`config.mk`:
```
export PLATFORM = sky130hd
export DESIGN_NAME = rr_arbiter
export DESIGN_NICKNAME = d
export VERILOG_FILES = /design/src/rtl/rr_arbiter.sv
export SDC_FILE = /design/constraint.sdc
export NUM_CORES = 1
export LEC_CHECK = 0
export ABC_AREA = 0
export CAP_MARGIN = 20
export CORE_AREA = 2 2 41 43
export CTS_CLUSTER_DIAMETER = 30
export DETAILED_ROUTE_END_ITERATION = 16
export DIE_AREA = 0 0 43 45
export PLACE_DENSITY_LB_ADDON = 0.1
export SYNTH_ARGS = -nofsm -noshare
export SYNTH_HDL_FRONTEND = slang
export SYNTH_SLANG_ARGS = --single-unit
```
`constraint.sdc`:
```
create_clock -name clk -period 2.6 [get_ports clk]
set_input_delay 0.78 -clock clk [delete_from_list [all_inputs] [get_ports clk]]
set_output_delay 0.78 -clock clk [all_outputs]
set_load 0.1 [all_outputs]
```
`src/rtl/rr_arbiter.sv`:
```
// Round-robin arbiter granting one shared resource to N level-sensitive requesters,
// with a bounded hold time per ownership and a one-cycle gap between owners.
module rr_arbiter #(
  parameter int N        = 4,
  parameter int MAX_HOLD = 8,
  localparam int IW      = $clog2(N),
  localparam int HW      = $clog2(MAX_HOLD + 1)
) (
  input  logic          clk,
  input  logic          rst,
  input  logic [N-1:0]  req,
  output logic [N-1:0]  grant,
  output logic          grant_valid,
  output logic [IW-1:0] grant_id,
  output logic          state_dbg
);

  typedef enum logic [0:0] {IDLE = 1'b0, GRANT = 1'b1} state_t;

  localparam logic [HW-1:0] MAX_HOLD_C = HW'(MAX_HOLD);
  localparam logic [IW-1:0] LAST_IDX   = IW'(N - 1);

  state_t          state;
  logic [IW-1:0]   ptr;
  logic [HW-1:0]   hold_cnt;
  logic [IW-1:0]   win_idx;
  logic [IW-1:0]   idx;

  // Scan from the highest offset down so the lowest offset from ptr wins.
  always_comb begin
    win_idx = '0;
    idx     = '0;
    for (int k = N - 1; k >= 0; k--) begin
      idx = IW'((int'(ptr) + k) % N);
      if (req[idx]) win_idx = idx;
    end
  end

  // grant_id doubles as the owner index; it holds its value while idle.
  always_ff @(posedge clk) begin
    if (rst) begin
      state       <= IDLE;
      ptr         <= '0;
      hold_cnt    <= '0;
      grant       <= '0;
      grant_valid <= 1'b0;
      grant_id    <= '0;
    end else begin
      case (state)
        IDLE: begin
          if (|req) begin
            state       <= GRANT;
            grant       <= N'(1) << win_idx;
            grant_valid <= 1'b1;
            grant_id    <= win_idx;
            hold_cnt    <= HW'(1);
            ptr         <= (win_idx == LAST_IDX) ? '0 : win_idx + 1'b1;
          end
        end
        GRANT: begin
          if (!req[grant_id] || hold_cnt == MAX_HOLD_C) begin
            state       <= IDLE;
            grant       <= '0;
            grant_valid <= 1'b0;
          end else begin
            hold_cnt <= hold_cnt + 1'b1;
          end
        end
        default: state <= IDLE;
      endcase
    end
  end

  assign state_dbg = (state == GRANT);

endmodule

```
# == Word level (Yosys, flattened, before mapping) ==
# Cells that the tools add are included.
# word_totals
out_inout_bits,8
word_cells,56
in_bits,6
ff_bits,14
# op_classes
bitwise,1
n_addsub,5
mux,27
eq_ne,5
n_shift,1
reduce_logical,6
n_lt_le_gt_ge,5
# op_table
op,n
4-bit two-way mux,4
4-bit case mux with 2 select lines,2
"2-bit by 3-bit < comparator with 1-bit output, second input constant",5
1-bit binary-select mux with 2-bit select,5
2-bit two-way mux,5
1-bit two-way mux,9
2-bit AND reduction,3
"2-bit by 1-bit adder with 2-bit output, second input constant",2
"2-bit adder, second input constant",2
"4-bit by 1-bit adder with 4-bit output, second input constant",1
"4-bit equality test, second input constant",1
"2-bit != test, second input constant",2
1-bit case mux with 2 select lines,2
4-bit OR reduction,1
"1-bit by 2-bit left shift with 4-bit output, first input constant",1
"2-bit equality test, second input constant",1
"2-bit by 1-bit != test with 1-bit output, second input constant",1
1-bit zero test,1
1-bit logical OR,1
1-bit inverter,1

# == Longest topological paths before layout ==
# depth
word_depth,10
mapped_depth,8
mapped_depth_nobuf,7

# == Worst setup path after synthesis ==
# No wires, ideal clock.
# synth_timing
path_type,register to register
start,register grant_id[1]
end,register hold_cnt[0]
t_required_ns,2.467
path_stages_with_launch,6
synth_period_minus_slack_ns,2.255
path_buffers,1
slack_ns,0.345
setup_time_ns,0.133
t_arrival_ns,2.123
cell_sequence,dfxtp_1 > mux4_2 > and3_4 > buf_6 > nor3_2 > a211oi_2
# synth_via
elab_chain_cells,6
# synth_rtl
element,line_no,source
"start, declared",14,"output logic [IW-1:0] grant_id,"
"start signal, assigned",55,grant_id <= win_idx;
1-bit binary-select mux with 2-bit select,61,if (!req[grant_id] || hold_cnt == MAX_HOLD_C) begin
1-bit two-way mux (not written as such),61,
1-bit zero test,61,
1-bit logical OR,61,
2-bit != test (no source line),n/a,
2-bit AND reduction (no source line),n/a,
"end signal, assigned",66,hold_cnt <= hold_cnt + 1'b1;
"end, declared",25,logic [HW-1:0] hold_cnt;
# Every way passes these cells. The select of a mux whose other input is x is not followed.
# A chain may end at the register's enable or synchronous reset.

# == Worst setup path after layout ==
# layout_timing
start,input req[0]
end,register ptr[1]
# layout_via
elab_chain_cells,8
# layout_rtl
element,line_no,source
"start, declared",11,"input logic [N-1:0] req,"
1-bit binary-select mux with 2-bit select,35,if (req[idx]) win_idx = idx;
1-bit two-way mux (not written as such),35,
2-bit two-way mux (3 in series),35,
2-bit two-way mux *,35,
via win_idx[1],26,logic [IW-1:0] win_idx;
2-bit by 1-bit adder with 2-bit output or 2-bit equality test (tied branches),57,ptr <= (win_idx == LAST_IDX) ? '0 : win_idx + 1'b1;
2-bit two-way mux *,57,
"end signal, assigned",57,
"end, declared",24,logic [IW-1:0] ptr;
# Mark *: on every way through the listed nets, which the timed path passes. The rest lies on a longest branch. The select of a mux whose other input is x is not followed.

==> results.ini <==
[yosys]
synth_top_area_cell=dfxtp_1
synthTopCellsByCount=dfxtp_1 (14), a21oi_1 (11), nand2_1 (10)
yosysMostFrequentCell=dfxtp_1
ys_ff_latch=14
synth.top_cells.by_area=dfxtp_1 (38%), ha_1 (10%), a21oi_1 (7.4%)
yosys.cell_types.count=30
ys.warnings.count=0
synth_top_area_frac=0.375
ys.flop_type=dfxtp_1
synth_fp_nets=98
synth_edf_count=0
ys_seq_area_frac=0.375
syn_avg_cell_area_um2=8.69
syn_inst=86
synthArstFlopShare=0
syn-cell-area_um2=747

[sta]
tightest_slew_ns=0.554
fin_setup_tns_ns=0
period_needed_ns=2.20
slew_viol_final=0
finalSetupViolCount=0
finalCritPeriodShare=0.847
final_hold_viol_count=0
slew-limit-headroom=0.630
max_clock_freq_mhz=454
rsz0062_at_grt=false
skew_ns=0.00440

[placed_design]
place_inst=114
port-buffer-count=13
dpl.hpwl_um=1170
place_congestion=0.812

[drt]
drtIter0Drc=8
ant_nets=0
avgRoutedWirePerCell_um=13.3
viasPerCell=5.65
vias=667
dr.pass1.iters=2
wl_um=1560
drc=0

[floorplan]
dieHeight_um=45
dieArea_um2=1940
core_area_um2=1470
rows=14
dieWidth_um=43
pin_count=14
initial_core_util=0.508

[layout]
antenna_cells=0
layout.nets=115
synthToLayoutAreaGrowth_pct=22.6
final_layout_size_suffix_gt1_frac=0.216
stdcell_count=118
n_fill_cell=144

[worst_setup_path]
cp-start-kind=primary input
crit_type=in -> reg
cp.required_ns=2.75
crit_path_end_kind=register
critPathArrivalTime_ns=2.36
path_max_fanout=6

[global_route]
grt_pass1_wl_um=2680
grt_antenna_before_repair=0
grt_pass1_vias=626
grt_usage=0.189
gr-total-overflow=0
grt_max_degree=16

[clocking]
cts-root-buf=clkbuf_4
cts_resized=0
hold_buffers=0
clk_pin_slew_worst_paths_ns=0.08
cts_buffers=3
clock_sinks=14
htree_num_levels=1
cts_setup_buffers=0
cts_tree=yes
clock_path_buffers=2
clock_latency_ns=0.29

[power_and_ir_drop]
leakagePower_nw=0.379
ir_worst_vdd_mv=0.369
power-per-cell-area_nw_per_um2=689

[hold_path]
hp-class=reg -> reg

[outcome]
outcome=finished clean

[run]
cap_violations=0

[routing by layer]
metal  wire length, um  vias to the layer above  GRT usage
met5                 0                        -          0
met1               710                      316      0.228
met3                38                        7     0.0360
met2               767                        9      0.315
li1                  -                      335          -
met4                48                        0      0.109
[area by class of cell]
class / instances / area [um2] / area share
Multi-Input combinational cell: 62 / 420 / 0.459
Sequential cell: 14 / 280 / 0.306
Timing Repair Buffer: 17 / 140 / 0.153
Clock buffer: 4 / 36.3 / 0.0396
Tap cell: 16 / 20.0 / 0.0219
Inverter: 5 / 18.8 / 0.0205
[flip-flops by register name, summed over array words and instances, names as in the netlist]
signal       cells
ptr              2
grant_id         2
state_dbg        1
grant            4
hold_cnt         4
grant_valid      1
[cells in the final DEF, fill, tap and decap left out, drive strengths merged, types with 2 or more instances in the layout]
cell type	instances
nor3	4
nand2	10
ha	6
clkdlybuf4s50	5
a211oi	3
xor2	2
clkbuf	4
nand3	2
buf	12
o21ai	4
inv	5
nand3b	2
nor2	5
a21oi	11
dfxtp	14
[critical path, cell delays in order]
cell and delay [ns]:
clkdlybuf4s50_1 0.56, a21oi_1 0.09, o21a_1 0.19, o22ai_1 0.25, inv_1 0.10, ha_1 0.28
nand2_1 0.06, a21oi_1 0.05
[path summary, 6_finish.rpt]
path,start,endpoint,slack (ns),depth (start not counted)
max reg2reg,ptr[1],grant[0],0.93,7
max,req[0],ptr[1],0.40,8
min reg2reg,grant[0],grant[0],0.48,2
min,grant[0],grant[0],0.48,2
[cells by family (layout without fill, tap and decap cells)]
kind of cell    Yosys count  count (layout)  share of synthesized area
compound gates           22              22                      0.178
xor+xnor                  2               2                     0.0235
fa+ha+maj                 6               6                      0.100
buf+inv                  10              26                     0.0620
flops                    14              14                      0.375
mux                       2               2                     0.0435
simple gates             30              30                      0.218
[metrics by stage]
| step | power, W | utilization | hold WS, ns | setup slack (ns) | area (um2) |
|---|---|---|---|---|---|
| 5_1_grt | 0.000664 | 0.622 | 0.504 | 0.262 | 916 |
| 2_1_floorplan | 0.000424 | - | 0.473 | 0.345 | 747 |
| 4_1_cts | 0.000636 | 0.622 | 0.486 | 0.394 | 916 |
| 3_3_place_gp | 0.000473 | 0.598 | 0.471 | 0.134 | 880 |
| 6_report | 0.000631 | 0.622 | 0.483 | 0.397 | 916 |
| 3_5_place_dp | 0.000477 | 0.598 | 0.474 | 0.0964 | 880 |
[report_power, final]
part           total, W  leakage (nW)  switching (W)  internal, W
registers      0.000254         0.115      0.0000202     0.000234
clock network  0.000159        0.0210      0.0000738    0.0000853
logic          0.000217         0.243       0.000152    0.0000648
(Power assumes the default switching activity.)
